[config.mk]
export PLATFORM = sky130hd
export DESIGN_NAME = vend_controller
export DESIGN_NICKNAME = d
export VERILOG_FILES = /design/src/rtl/vend_pkg.sv /design/src/rtl/vend_timer.sv /design/src/rtl/vend_controller.sv
export SDC_FILE = /design/constraint.sdc
export NUM_CORES = 1
export LEC_CHECK = 0
export BUFFER_PORTS_ARGS = -buffer_cell sky130_fd_sc_hd__buf_4
export CORE_MARGIN = 2
export CORE_UTILIZATION = 25
export CTS_BUF_LIST = sky130_fd_sc_hd__clkbuf_16
export CTS_CLUSTER_SIZE = 12
export DETAILED_ROUTE_END_ITERATION = 7
export GPL_TIMING_DRIVEN = 0
export PLACE_DENSITY = 0.51
export SLEW_MARGIN = 20
export SYNTH_ARGS = -nofsm -noshare
export SYNTH_HDL_FRONTEND = slang
export SYNTH_SLANG_ARGS = --single-unit
[constraint.sdc]
create_clock -name clk -period 3.9 [get_ports clk]
set_input_delay 0 -clock clk [delete_from_list [all_inputs] [get_ports clk]]
set_output_delay 0 -clock clk [all_outputs]
set_load 0.01 [all_outputs]
[src/rtl/vend_pkg.sv]
// Shared types and constants for the vending controller: FSM states, coin values and money arithmetic.
package vend_pkg;

    localparam int MONEY_W = 8;
    localparam int GOODS_W = 4;

    typedef logic [MONEY_W-1:0] money_t;
    typedef logic [GOODS_W-1:0] goods_t;

    typedef enum logic [2:0] {
        IDLE     = 3'd0,
        LOOKUP   = 3'd1,
        PAY      = 3'd2,
        DISPENSE = 3'd3,
        CHANGE   = 3'd4
    } state_t;

    localparam money_t COIN_VAL_1  = 8'd1;
    localparam money_t COIN_VAL_5  = 8'd5;
    localparam money_t COIN_VAL_10 = 8'd10;
    localparam money_t COIN_VAL_20 = 8'd20;

    function automatic money_t coin_value(input logic [1:0] code);
        money_t val;
        case (code)
            2'b00:   val = COIN_VAL_1;
            2'b01:   val = COIN_VAL_5;
            2'b10:   val = COIN_VAL_10;
            default: val = COIN_VAL_20;
        endcase
        return val;
    endfunction

    // Credit never wraps; it pins at the all-ones value.
    function automatic money_t sat_add(input money_t a, input money_t b);
        logic [MONEY_W:0] sum;
        sum = {1'b0, a} + {1'b0, b};
        return sum[MONEY_W] ? {MONEY_W{1'b1}} : sum[MONEY_W-1:0];
    endfunction

endpackage

[src/rtl/vend_timer.sv]
// Purpose: idle-cycle counter for the payment window; expire flags TIMEOUT_CYC-1 reached.
// Latency: reload takes effect on the next edge; expire is decoded from the count register.
// Backpressure: none; counter sticks at its last value until reloaded.
module vend_timer #(
    parameter int TIMEOUT_CYC = 1000
) (
    input  logic clk,
    input  logic rst,
    input  logic reload,
    output logic expire
);

    localparam int CNT_W = (TIMEOUT_CYC > 1) ? $clog2(TIMEOUT_CYC) : 1;
    localparam logic [CNT_W-1:0] LAST = CNT_W'(TIMEOUT_CYC - 1);

    logic [CNT_W-1:0] count;

    always_ff @(posedge clk or negedge rst) begin
        if (!rst) begin
            count <= '0;
        end else if (reload) begin
            count <= '0;
        end else if (count != LAST) begin
            count <= count + 1'b1;
        end
    end

    assign expire = (count == LAST);

endmodule

[src/rtl/vend_controller.sv]
// Purpose: vending FSM - selection lookup, coin credit, vend, change/refund and timeout refund.
// Latency: all outputs registered; events appear one clk after the deciding input cycle.
// Backpressure: none; coins outside PAY are bounced with coin_reject, stray sel/cancel ignored.
module vend_controller
    import vend_pkg::*;
#(
    parameter int TIMEOUT_CYC = 1000
) (
    input  logic                clk,
    input  logic                rst,
    input  logic                sel_valid,
    input  logic [GOODS_W-1:0]  sel_goods,
    output logic [GOODS_W-1:0]  goods,
    input  logic [MONEY_W-1:0]  goods_price,
    input  logic [3:0]          goods_num,
    input  logic                coin_valid,
    input  logic [1:0]          coin_type,
    input  logic                cancel,
    output logic [MONEY_W-1:0]  paid,
    output logic                dispense,
    output logic [GOODS_W-1:0]  dispense_goods,
    output logic [MONEY_W-1:0]  change,
    output logic                change_valid,
    output logic                sold_out,
    output logic                coin_reject,
    output logic [2:0]          state
);

    state_t state_q, state_d;
    money_t price_q, price_d;
    money_t paid_d, change_d;
    goods_t goods_d, dispense_goods_d;
    logic   dispense_d, change_valid_d, sold_out_d, coin_reject_d;

    money_t paid_coin;
    logic   price_met, stock_ok, refund_req;
    logic   timer_reload, timer_expire;

    // Credit including a coin arriving this cycle; only meaningful in PAY.
    assign paid_coin    = coin_valid ? sat_add(paid, coin_value(coin_type)) : paid;
    assign price_met    = (paid_coin >= price_q);
    assign stock_ok     = (goods_num != 4'd0) && (goods_price != '0);
    assign timer_reload = (state_q != PAY) || coin_valid;
    assign refund_req   = cancel || (timer_expire && !coin_valid);

    vend_timer #(
        .TIMEOUT_CYC (TIMEOUT_CYC)
    ) u_timer (
        .clk    (clk),
        .rst    (rst),
        .reload (timer_reload),
        .expire (timer_expire)
    );

    always_ff @(posedge clk or negedge rst) begin
        if (!rst) begin
            state_q <= IDLE;
        end else begin
            state_q <= state_d;
        end
    end

    always_comb begin
        state_d = state_q;
        case (state_q)
            IDLE:     if (sel_valid) state_d = LOOKUP;
            LOOKUP:   state_d = stock_ok ? PAY : IDLE;
            PAY: begin
                if (price_met) begin
                    state_d = DISPENSE;
                end else if (refund_req) begin
                    state_d = CHANGE;
                end
            end
            DISPENSE: state_d = CHANGE;
            CHANGE:   state_d = IDLE;
            default:  state_d = IDLE;
        endcase
    end

    always_comb begin
        goods_d          = goods;
        paid_d           = paid;
        price_d          = price_q;
        change_d         = change;
        dispense_goods_d = dispense_goods;
        dispense_d       = 1'b0;
        change_valid_d   = 1'b0;
        sold_out_d       = 1'b0;
        coin_reject_d    = 1'b0;
        case (state_q)
            IDLE: begin
                coin_reject_d = coin_valid;
                if (sel_valid) goods_d = sel_goods;
            end
            LOOKUP: begin
                coin_reject_d = coin_valid;
                if (stock_ok) begin
                    price_d = goods_price;
                end else begin
                    sold_out_d = 1'b1;
                    goods_d    = '0;
                end
            end
            PAY: begin
                paid_d = paid_coin;
                // A coin that meets the price wins over a same-cycle cancel.
                if (price_met) begin
                    dispense_d       = 1'b1;
                    dispense_goods_d = goods;
                end else if (refund_req) begin
                    change_d       = paid_coin;
                    change_valid_d = 1'b1;
                end
            end
            DISPENSE: begin
                coin_reject_d  = coin_valid;
                change_d       = paid - price_q;
                change_valid_d = 1'b1;
            end
            CHANGE: begin
                coin_reject_d = coin_valid;
                paid_d        = '0;
                goods_d       = '0;
                price_d       = '0;
            end
            default: begin
                paid_d  = '0;
                goods_d = '0;
                price_d = '0;
            end
        endcase
    end

    always_ff @(posedge clk or negedge rst) begin
        if (!rst) begin
            goods          <= '0;
            paid           <= '0;
            price_q        <= '0;
            change         <= '0;
            dispense_goods <= '0;
            dispense       <= 1'b0;
            change_valid   <= 1'b0;
            sold_out       <= 1'b0;
            coin_reject    <= 1'b0;
        end else begin
            goods          <= goods_d;
            paid           <= paid_d;
            price_q        <= price_d;
            change         <= change_d;
            dispense_goods <= dispense_goods_d;
            dispense       <= dispense_d;
            change_valid   <= change_valid_d;
            sold_out       <= sold_out_d;
            coin_reject    <= coin_reject_d;
        end
    end

    assign state = state_q;

endmodule

==> results of run 1 <==
## what timing repair did
action                                  in CTS  in global routing
resized for setup                            0                  7
hold endpoints to repair                    62                  0
setup buffers                                0                  2
endpoints found under the setup margin       0                 15
hold buffers                                14                  0
## final cells by class
class                           instances  area (um2)
Timing Repair Buffer                   68       545.5
Sequential cell                        49        1229
Buffer                                 16       103.9
Multi-Input combinational cell        243        1659
Clock buffer                            5       125.1
Tap cell                              147       183.9
Inverter                               25       93.84
Fill cell                            1238        7980
Clock inverter                          3       41.29
## synthesized netlist by cell type (all sizes together), types with 5 or more instances
cell type	count	area share [%]
nor2b	9	1.8
a21oi	14	2.3
and3	5	1.1
o221a	5	2.1
xor2	9	2.6
dfrtp	49	40
ha	20	8.2
nor2	21	2.6
nand2	48	5.9
nand3b	5	1.2
mux2i	6	2.0
clkbuf	9	1.5
nand3	7	1.1
mux2	5	2.0
inv	25	3.1
or2	6	1.2
buf	6	1.3
a31oi	5	1.0
o21ai	22	4.0
## registers in the layout, summed over array words and instances, names as in the netlist
register        flops
state               3
change_valid        1
dispense_goods      4
sold_out            1
u_timer.count      10
goods               4
dispense            1
coin_reject         1
change              8
price_q             8
paid                8
## layer usage
layer / vias up / part of all wire (%) / routed length [um]
met5: - / 0 / 0
met1: 1181 / 49 / 3821
met3: 9 / 4.2 / 327
li1: 1316 / - / -
met4: 0 / 1.5 / 118
met2: 51 / 45 / 3523
## worst reg2reg max path, stage by stage (launching register included)
cell      delay (ns)
dfrtp_1         0.43
ha_1            0.24
ha_1            0.20
or2_1           0.24
o221a_4         0.25
o21ai_4         0.23
nand2_1         0.08
mux2_4          0.31
ha_1            0.19
a211oi_1        0.22
o21ai_0         0.13
a41o_1          0.26
a211o_2         0.32
clkbuf_8        0.17
o221a_2         0.27
## final timing paths
kind | start | endpoint | slack (ns) | depth (start not counted)
worst min register to register | price_q[2]$_DFFE_PN0P_ | price_q[2]$_DFFE_PN0P_ | 0.48 | 2
worst max register to register | paid[0]$_DFFE_PN0N_ | change[0]$_DFFE_PN0P_ | 0.27 | 14
max in group asynchronous | rst | paid[1]$_DFFE_PN0N_ | 3.17 | 2
min in group asynchronous | rst | u_timer.count[6]$_DFFE_PN0P_ | 0.28 | 2
worst min-delay path | goods_num[2] | sold_out$_DFF_PN0_ | 0.18 | 4
worst max-delay path | paid[0]$_DFFE_PN0N_ | change[0]$_DFFE_PN0P_ | 0.27 | 14
## kinds of logic after synthesis
| family | after synthesis |
|---|---|
| AO/OA/AOI/OAI | 72 |
| XOR/XNOR | 13 |
| adder cells (fa/ha/maj) | 21 |
| buffers and inverters | 41 |
| flip-flops | 49 |
| multiplexers | 11 |
| AND/OR/NAND/NOR | 126 |
## power by group through the flow
| stage | Combinational [W] | Clock (W) | Sequential, W |
|---|---|---|---|
| final | 0.00154 | 0.000485 | 0.000803 |
| after global routing | 0.00173 | 0.000525 | 0.000827 |
| after CTS | 0.00154 | 0.000500 | 0.000810 |
| after detailed placement | 0.00152 | 0 | 0.000817 |
| after global placement | 0.00150 | 0 | 0.000812 |
| after floorplan | 0.000972 | 0 | 0.000840 |
## through the flow
step	worst slack (ns)	hold WS (ns)	cell area [um2]	utilization, %	total power (W)
global route	0.04223	0.2291	3981	33.28	0.003086
finish	0.2694	0.1808	3981	33.28	0.002831
floorplan	0.4432	-0.2956	3058	-	0.001812
detailed placement	0.01854	0.08237	3632	30.37	0.002332
global placement	0.02825	0.07228	3632	30.37	0.002308
CTS	0.0003402	0.1929	3939	32.93	0.002845
==> flow_summary.toml, run 1 <==
[synth]
synth_nets = 377
synth_fa_ha_area_share_pct = 8.838
synth-xor-area-share_pct = 3.723
synth_compound_area_share_pct = 16.69
synth-simple-area-share_pct = 20.25
synthCells = 333
yosys_most_used_dff = "dfrtp_1"
yosysSeqAreaShare_pct = 40.10
syn_area_per_cell_um2 = 9.183
ys_async_sr_fraction_pct = 100.0
synth_top_family_by_area = "simple AND/OR/NAND/NOR gates"
ys_types = 62
synth_area_um2 = 3058
synth_edf_count = 0
ys_ff_latch = 49
synthMuxAreaShare_pct = 3.928
synth_warnings = 0

[power]
power_density_nw_per_um2 = 711.0
pwr-share-clk_pct = 17.1
swShare_pct = 40.03
power.internal_w = 0.001698
p_leak_nw = 1.851
switchingPower_w = 0.001133
max-vdd-ir-drop_mv = 0.2703
power.share.sequential_pct = 28.4
power_frac_comb_pct = 54.5

[clock_tree]
cts_root_buffer = "clkbuf_16"
cts_tree = "built"
clkTransAtPathRegs_ns = 0.07
insertion_delay_ns = 0.28
cts_buffers = 5
h-tree-depth = 2
cts_buffer_depth = 2
clock_sinks = 49

[sta]
finalHoldViolCount = 0
setup_viol = 0
maxClockFrequency_ghz = 0.2754
slew_headroom_pct = 37.81
timing.final.crit_period_ns = 3.631
fin_crit_sh_pct = 93.09
rsz0062_at_grt = "false"
slew_violations = 0
tns_ns = 0
skew_ns = 0.007974
tightest_slew_ns = 0.9309

[worst_setup_path]
crit_fanout = 10
crit_path_max_incr_delay_ns = 0.43
crit_path_end_kind = "flip-flop"
path_buf_inv = 1
start_kind = "flip-flop"
arrival_ns = 3.81
path_class = "flip-flop to flip-flop"
required_ns = 4.08
timing.critical_path.mode_cell = "ha_1"
critPathSlowestCell = "dfrtp_1"
path_delay_family = "compound AO/OA/AOI/OAI gates"
crit_chain = "ha_1 > ha_1 > or2_1 > o221a_4 > o21ai_4 > nand2_1 > mux2_4 > ha_1 > a211oi_1 > o21ai_0 > a41o_1 > a211o_2 > clkbuf_8 > o221a_2"

[routing]
ant_nets = 0
detail_route.wl_per_cell_um = 14.01
drt_iter0_markers = 111
via_per_inst = 4.599
dr.pass1.iters = 5
drc = 0
drt-total-wl_um = 7790
vias = 2557

[placed_design]
place.port_buffers = 52
dp_cells = 532
dp_hpwl_um = 5929
place_congestion = 0.8300

[global_route]
antenna_found_initial = 0
met3_usage_pct = 1.747
met1_usage_pct = 17.28
global_route.usage.met2_pct = 20.04
grt_max_degree = 50
grt_util_all_layers_pct = 12.43
grt_pass1_vias = 2631
grt-ovfl-total = 0
top_usage_layer = "met2"
grt_pass1_wl_um = 13010

[flow_run]
maxCapViolCount = 0

[floorplan]
core_um2 = 11960
rows = 40
ios = 54
die_y_um = 114.6
die_area_um2 = 13130
die-width_um = 114.6
start_util_pct = 25.56

[final_layout]
insertedDiodeCount = 0
layout_commonest_cell = "buf_4"
drive_above_1_share_pct = 24.21
final_cell_mix = "buf_4 (55), nand2_1 (47), dfrtp_1 (47)"
final_nets = 452
final_cell_count_no_fill = 556
syn2layout_area_growth_pct = 30.20

[worst_hold_path]
hold_class = "input port to flip-flop"

[run_status]
status = "finished, final reports clean"
Power figures use the tool's default switching activity.
==> inputs of run 2 (changes only) <==
==> constraint.sdc (replaced) <==
create_clock -name clk -period 4.3 [get_ports clk]
set_input_delay 0.43 -clock clk [delete_from_list [all_inputs] [get_ports clk]]
set_output_delay 0.43 -clock clk [all_outputs]
set_load 0.01 [all_outputs]
==> run 2 against run 1 <==
  * Combinational power fell by 12%
  * Setup slack better by 0.086 ns
  * Hold slack got worse by 0.015 ns
  * Core utilization fell by 1.5 points
  * Non-clock buffer count down 16
  * Critical path type unchanged
  * Die area did not move
  * Maximum frequency decreased by 8.0%
  * Total power fell by 10%
  * Sequential power fell by 9.0%
  * Global-route usage fell by 0.17 points
  * Design area shrank 4.6%
==> flow_summary.toml, run 2 (synthesis results as in run 1) <==
[sta]
tns_ns = 0
finalHoldViolCount = 0
hold_slack_ns = 0.1660
fin_crit_sh_pct = 91.74
timing.final.crit_period_ns = 3.945
slew_violations = 0
tightest_slew_ns = 0.9301
maxClockFrequency_ghz = 0.2535
slew_headroom_pct = 37.86
timing.final.ws_setup_ns = 0.3553
setup_viol = 0
skew_ns = 0.008129
rsz0062_at_grt = "false"

[final_layout]
syn2layout_area_growth_pct = 24.22
final_nets = 436
fillCellCount = 1244
drive_above_1_share_pct = 23.16
layout_commonest_cell = "buf_4"
largest_reg_flops = 10
utilization_pct = 31.76
insertedDiodeCount = 0
largest_register = "u_timer.count"
final_cell_mix = "buf_4 (53), dfrtp_1 (49), nand2_1 (48)"

[floorplan]
core_um2 = 11960
ios = 54
rows = 40
die-width_um = 114.6
die_y_um = 114.6
start_util_pct = 25.56
die_area_um2 = 13130

[worst_setup_path]
crit_fanout = 10
arrival_ns = 4.12
r2r-end = "change[0]$_DFFE_PN0P_"
timing.rr.start = "paid[2]$_DFFE_PN0N_"
start_kind = "flip-flop"
required_ns = 4.48
rr_worst_depth = 14
path_class = "flip-flop to flip-flop"
ff2ff_setup_slack_ns = 0.36
crit_path_end_kind = "flip-flop"

[power]
power_density_nw_per_um2 = 667.0
p_leak_nw = 1.783
max-vdd-ir-drop_mv = 0.2452

[routing]
detail_route.wl_per_cell_um = 14.17
via_per_inst = 4.626
drt_iter0_markers = 99
dr.pass1.iters = 4
drt-total-wl_um = 7650
drc = 0
ant_nets = 0
vias = 2498

[global_route]
grt_pass1_wl_um = 12790
grt_util_all_layers_pct = 12.26
grt_pass1_vias = 2546
grt_max_degree = 50
grt-ovfl-total = 0
antenna_found_initial = 0

[clock_tree]
cts_hold_buf = 0
clkTransAtPathRegs_ns = 0.07
cts_resized = 0
cts_tree = "built"
cts_buffer_depth = 2
cts_setup_buffers = 0
insertion_delay_ns = 0.28
clock_sinks = 49
cts_root_buffer = "clkbuf_16"
h-tree-depth = 2
cts_buffers = 5

[placed_design]
place_congestion = 0.8300
post-place-ws_ns = 0.2810
place.port_buffers = 52
dp_hpwl_um = 5929

[flow_run]
maxCapViolCount = 0

[run_status]
status = "finished, final reports clean"

[worst_hold_path]
hold_class = "input port to async pin"
==> run 2: cell count changes in the layout (fill, tap and decap cells not counted), moves of 2 or more <==
cell           change
dfrtp_1            +2
dlygate4sd3_1     -14
dfrtp_2            -2
buf_4              -2
==> run 2: metal layers <==
| layer | global-route usage, % | vias up | wire, um |
|---|---|---|---|
| li1 | - | 1283 | - |
| met5 | 0 | - | 0 |
| met4 | 3.740 | 0 | 119 |
| met1 | 17.35 | 1155 | 3767 |
| met3 | 1.853 | 9 | 344 |
| met2 | 19.29 | 51 | 3419 |
==> run 2: metrics by stage <==
step,area (um2),instances,total power (W)
finish,3799,540,0.002534
global route,3799,540,0.002766
CTS,3799,540,0.002570
detailed placement,3632,532,0.002115
global placement,3632,532,0.002093
floorplan,3058,333,0.001643
==> run 2: final cells by class <==
type	count	area, um2	area share [%]
well taps	147	183.9	4.842
inverters	25	93.84	2.470
plain buffers	16	103.9	2.734
repair buffers	52	390.4	10.28
multi-input cells	243	1634	43.02
clock inverters	3	41.29	1.087
flip-flops and latches	49	1226	32.28
clock buffers	5	125.1	3.294
==> run 2: power breakdown <==
group	total [W]	internal [W]	switching (W)
clock	0.000439	0.000272	0.000166
combinational	0.00136	0.000633	0.000731
sequential	0.000731	0.000610	0.000121
==> run 2: worst max-delay path by stage <==
stage / startpoint / to / depth (start not counted) / slack (ns)
2_1_floorplan: coin_type[0] / change[0]$_DFFE_PN0P_ / 15 / 0.81
3_3_place_gp: coin_type[0] / change[4]$_DFFE_PN0P_ / 16 / 0.29
3_5_place_dp: coin_type[0] / change[4]$_DFFE_PN0P_ / 16 / 0.28
4_1_cts: paid[2]$_DFFE_PN0N_ / change[0]$_DFFE_PN0P_ / 14 / 0.40
5_1_grt: paid[1]$_DFFE_PN0N_ / change[4]$_DFFE_PN0P_ / 16 / 0.08
6_report: paid[2]$_DFFE_PN0N_ / change[0]$_DFFE_PN0P_ / 14 / 0.36
==> run 2: worst max-delay path, stage by stage, from the launching register on <==
cell	delay, ns
dfrtp_1	0.46
ha_1	0.38
or2_2	0.30
o311a_2	0.13
o2bb2ai_1	0.16
o2111a_1	0.24
o21ai_0	0.39
inv_1	0.11
ha_1	0.30
a211oi_1	0.21
o21ai_0	0.12
a41o_1	0.26
a211o_2	0.32
clkbuf_8	0.17
o221a_2	0.27
==> inputs of run 3 (changes only) <==
--- a/config.mk
+++ b/config.mk
@@ -8,7 +8,6 @@
 export BUFFER_PORTS_ARGS = -buffer_cell sky130_fd_sc_hd__buf_4
 export CORE_MARGIN = 2
 export CORE_UTILIZATION = 25
-export CTS_BUF_LIST = sky130_fd_sc_hd__clkbuf_16
 export CTS_CLUSTER_SIZE = 12
 export DETAILED_ROUTE_END_ITERATION = 7
 export GPL_TIMING_DRIVEN = 0
==> run 3 against run 2 <==
  * Via count shrank 0.12%
  * Clock power grew 5.0%
  * Final cell count is the same
  * Sequential share of layout area shrank 0.085 points
  * Global-route usage is essentially flat
  * Die area is the same
  * Register-to-register slack gained 0.06 ns
  * Design area grew 0.26%
  * First-iteration DRC count grew 21%
  * Wire length is essentially flat
  * Maximum frequency grew 1.6%
  * Sequential cell count is the same
  * Critical endpoint unchanged
==> flow_summary.toml, run 3 (synthesis results as in run 1) <==
[worst_setup_path]
start_kind = "flip-flop"
rr_worst_depth = 14
crit_path_end_kind = "flip-flop"
required_ns = 4.48
r2r-end = "change[0]$_DFFE_PN0P_"
timing.rr.start = "paid[2]$_DFFE_PN0N_"
path_class = "flip-flop to flip-flop"
ff2ff_setup_slack_ns = 0.42
arrival_ns = 4.06
crit_fanout = 10
critPathCapture = "change[0]$_DFFE_PN0P_"
crit_start = "paid[2]$_DFFE_PN0N_"

[placed_design]
placed_area_um2 = 3632
post-place-ws_ns = 0.2810
dp_hpwl_um = 5929
place_congestion = 0.8300
place.port_buffers = 52

[floorplan]
core_um2 = 11960
die_area_um2 = 13130
ios = 54
rows = 40
die-width_um = 114.6
die_y_um = 114.6
start_util_pct = 25.56

[sta]
slew_headroom_pct = 37.55
slew_violations = 0
maxClockFrequency_ghz = 0.2576
skew_ns = 0.008121
finalHoldViolCount = 0
tns_ns = 0
setup_viol = 0
tightest_slew_ns = 0.9348
fin_crit_sh_pct = 90.30
rsz0062_at_grt = "false"
timing.final.ws_setup_ns = 0.4173
hold_slack_ns = 0.1624
timing.final.crit_period_ns = 3.883

[clock_tree]
cts_resized = 0
cts_root_buffer = "clkbuf_16"
cts_hold_buf = 0
cts_buffer_depth = 2
clkTransAtPathRegs_ns = 0.07
cts_tree = "built"
insertion_delay_ns = 0.29
h-tree-depth = 2
clock_sinks = 49
cts_setup_buffers = 0
cts_buffers = 5

[routing]
drt-total-wl_um = 7653
ant_nets = 0
drc = 0
drt_iter0_markers = 120
via_per_inst = 4.620
dr.pass1.iters = 4
detail_route.wl_per_cell_um = 14.17
vias = 2495

[global_route]
antenna_found_initial = 0
grt_util_all_layers_pct = 12.25
grt-ovfl-total = 0
grt_max_degree = 50
grt_pass1_wl_um = 12780
grt_pass1_vias = 2548

[final_layout]
final_cell_mix = "buf_4 (53), dfrtp_1 (49), nand2_1 (48)"
drive_above_1_share_pct = 23.41
final_nets = 436
stdcell_area_um2 = 3809
largest_register = "u_timer.count"
layout_commonest_cell = "buf_4"
syn2layout_area_growth_pct = 24.55
insertedDiodeCount = 0
largest_reg_flops = 10

[run_status]
status = "finished, final reports clean"

[worst_hold_path]
hold_class = "input port to async pin"

[power]
max-vdd-ir-drop_mv = 0.2450
p_leak_nw = 1.789
power_w = 0.002555
power_density_nw_per_um2 = 670.9

[flow_run]
maxCapViolCount = 0
==> run 3: per-stage QoR <==
| stage | instances | utilization, % |
|---|---|---|
| after floorplan | 333 | - |
| after global placement | 532 | 30.37 |
| after detailed placement | 532 | 30.37 |
| after CTS | 540 | 31.84 |
| after global routing | 540 | 31.84 |
| final | 540 | 31.84 |
==> run 3: worst min-delay path by stage <==
stage	from	to	slack [ns]	cells after the start
2_1_floorplan	rst	change[0]$_DFFE_PN0P_	0.13	0
3_3_place_gp	price_q[4]$_DFFE_PN0P_	price_q[4]$_DFFE_PN0P_	0.47	2
3_5_place_dp	price_q[2]$_DFFE_PN0P_	price_q[2]$_DFFE_PN0P_	0.47	2
4_1_cts	rst	u_timer.count[6]$_DFFE_PN0P_	0.20	1
5_1_grt	rst	u_timer.count[6]$_DFFE_PN0P_	0.23	1
6_report	rst	u_timer.count[6]$_DFFE_PN0P_	0.16	1
==> run 3: layout make-up <==
class | instances | area [um2]
fill | 1244 | 8153
multi-input combinational | 243 | 1634
sequential | 49 | 1226
timing repair buffer | 52 | 390.4
tap | 147 | 183.9
inverter | 25 | 93.84
clock buffer | 6 | 138.9
clock inverter | 2 | 37.54
buffer | 16 | 103.9
==> run 3: per-layer routing <==
layer | wire, um | GRT usage, % | share of wire, %
met1 | 3786 | 17.29 | 49
met4 | 136 | 3.740 | 1.8
met2 | 3397 | 19.33 | 44
met3 | 332 | 1.853 | 4.3
met5 | 0 | 0 | 0
==> run 3: critical path: stages, from the launching register on <==
cell and delay, ns:
dfrtp_1 0.46, ha_1 0.38, or2_2 0.30, o311a_2 0.13, o2bb2ai_1 0.16, o2111a_1 0.24
o21ai_0 0.34, inv_1 0.11, ha_1 0.29, a211oi_1 0.21, o21ai_0 0.13, a41o_1 0.26
a211o_2 0.32, clkbuf_8 0.17, o221a_2 0.27
==> run 3: power breakdown <==
| part | internal, W | switching, W | total, W |
|---|---|---|---|
| clock network | 0.000290 | 0.000170 | 0.000461 |
| logic | 0.000633 | 0.000732 | 0.00136 |
| registers | 0.000610 | 0.000120 | 0.000730 |
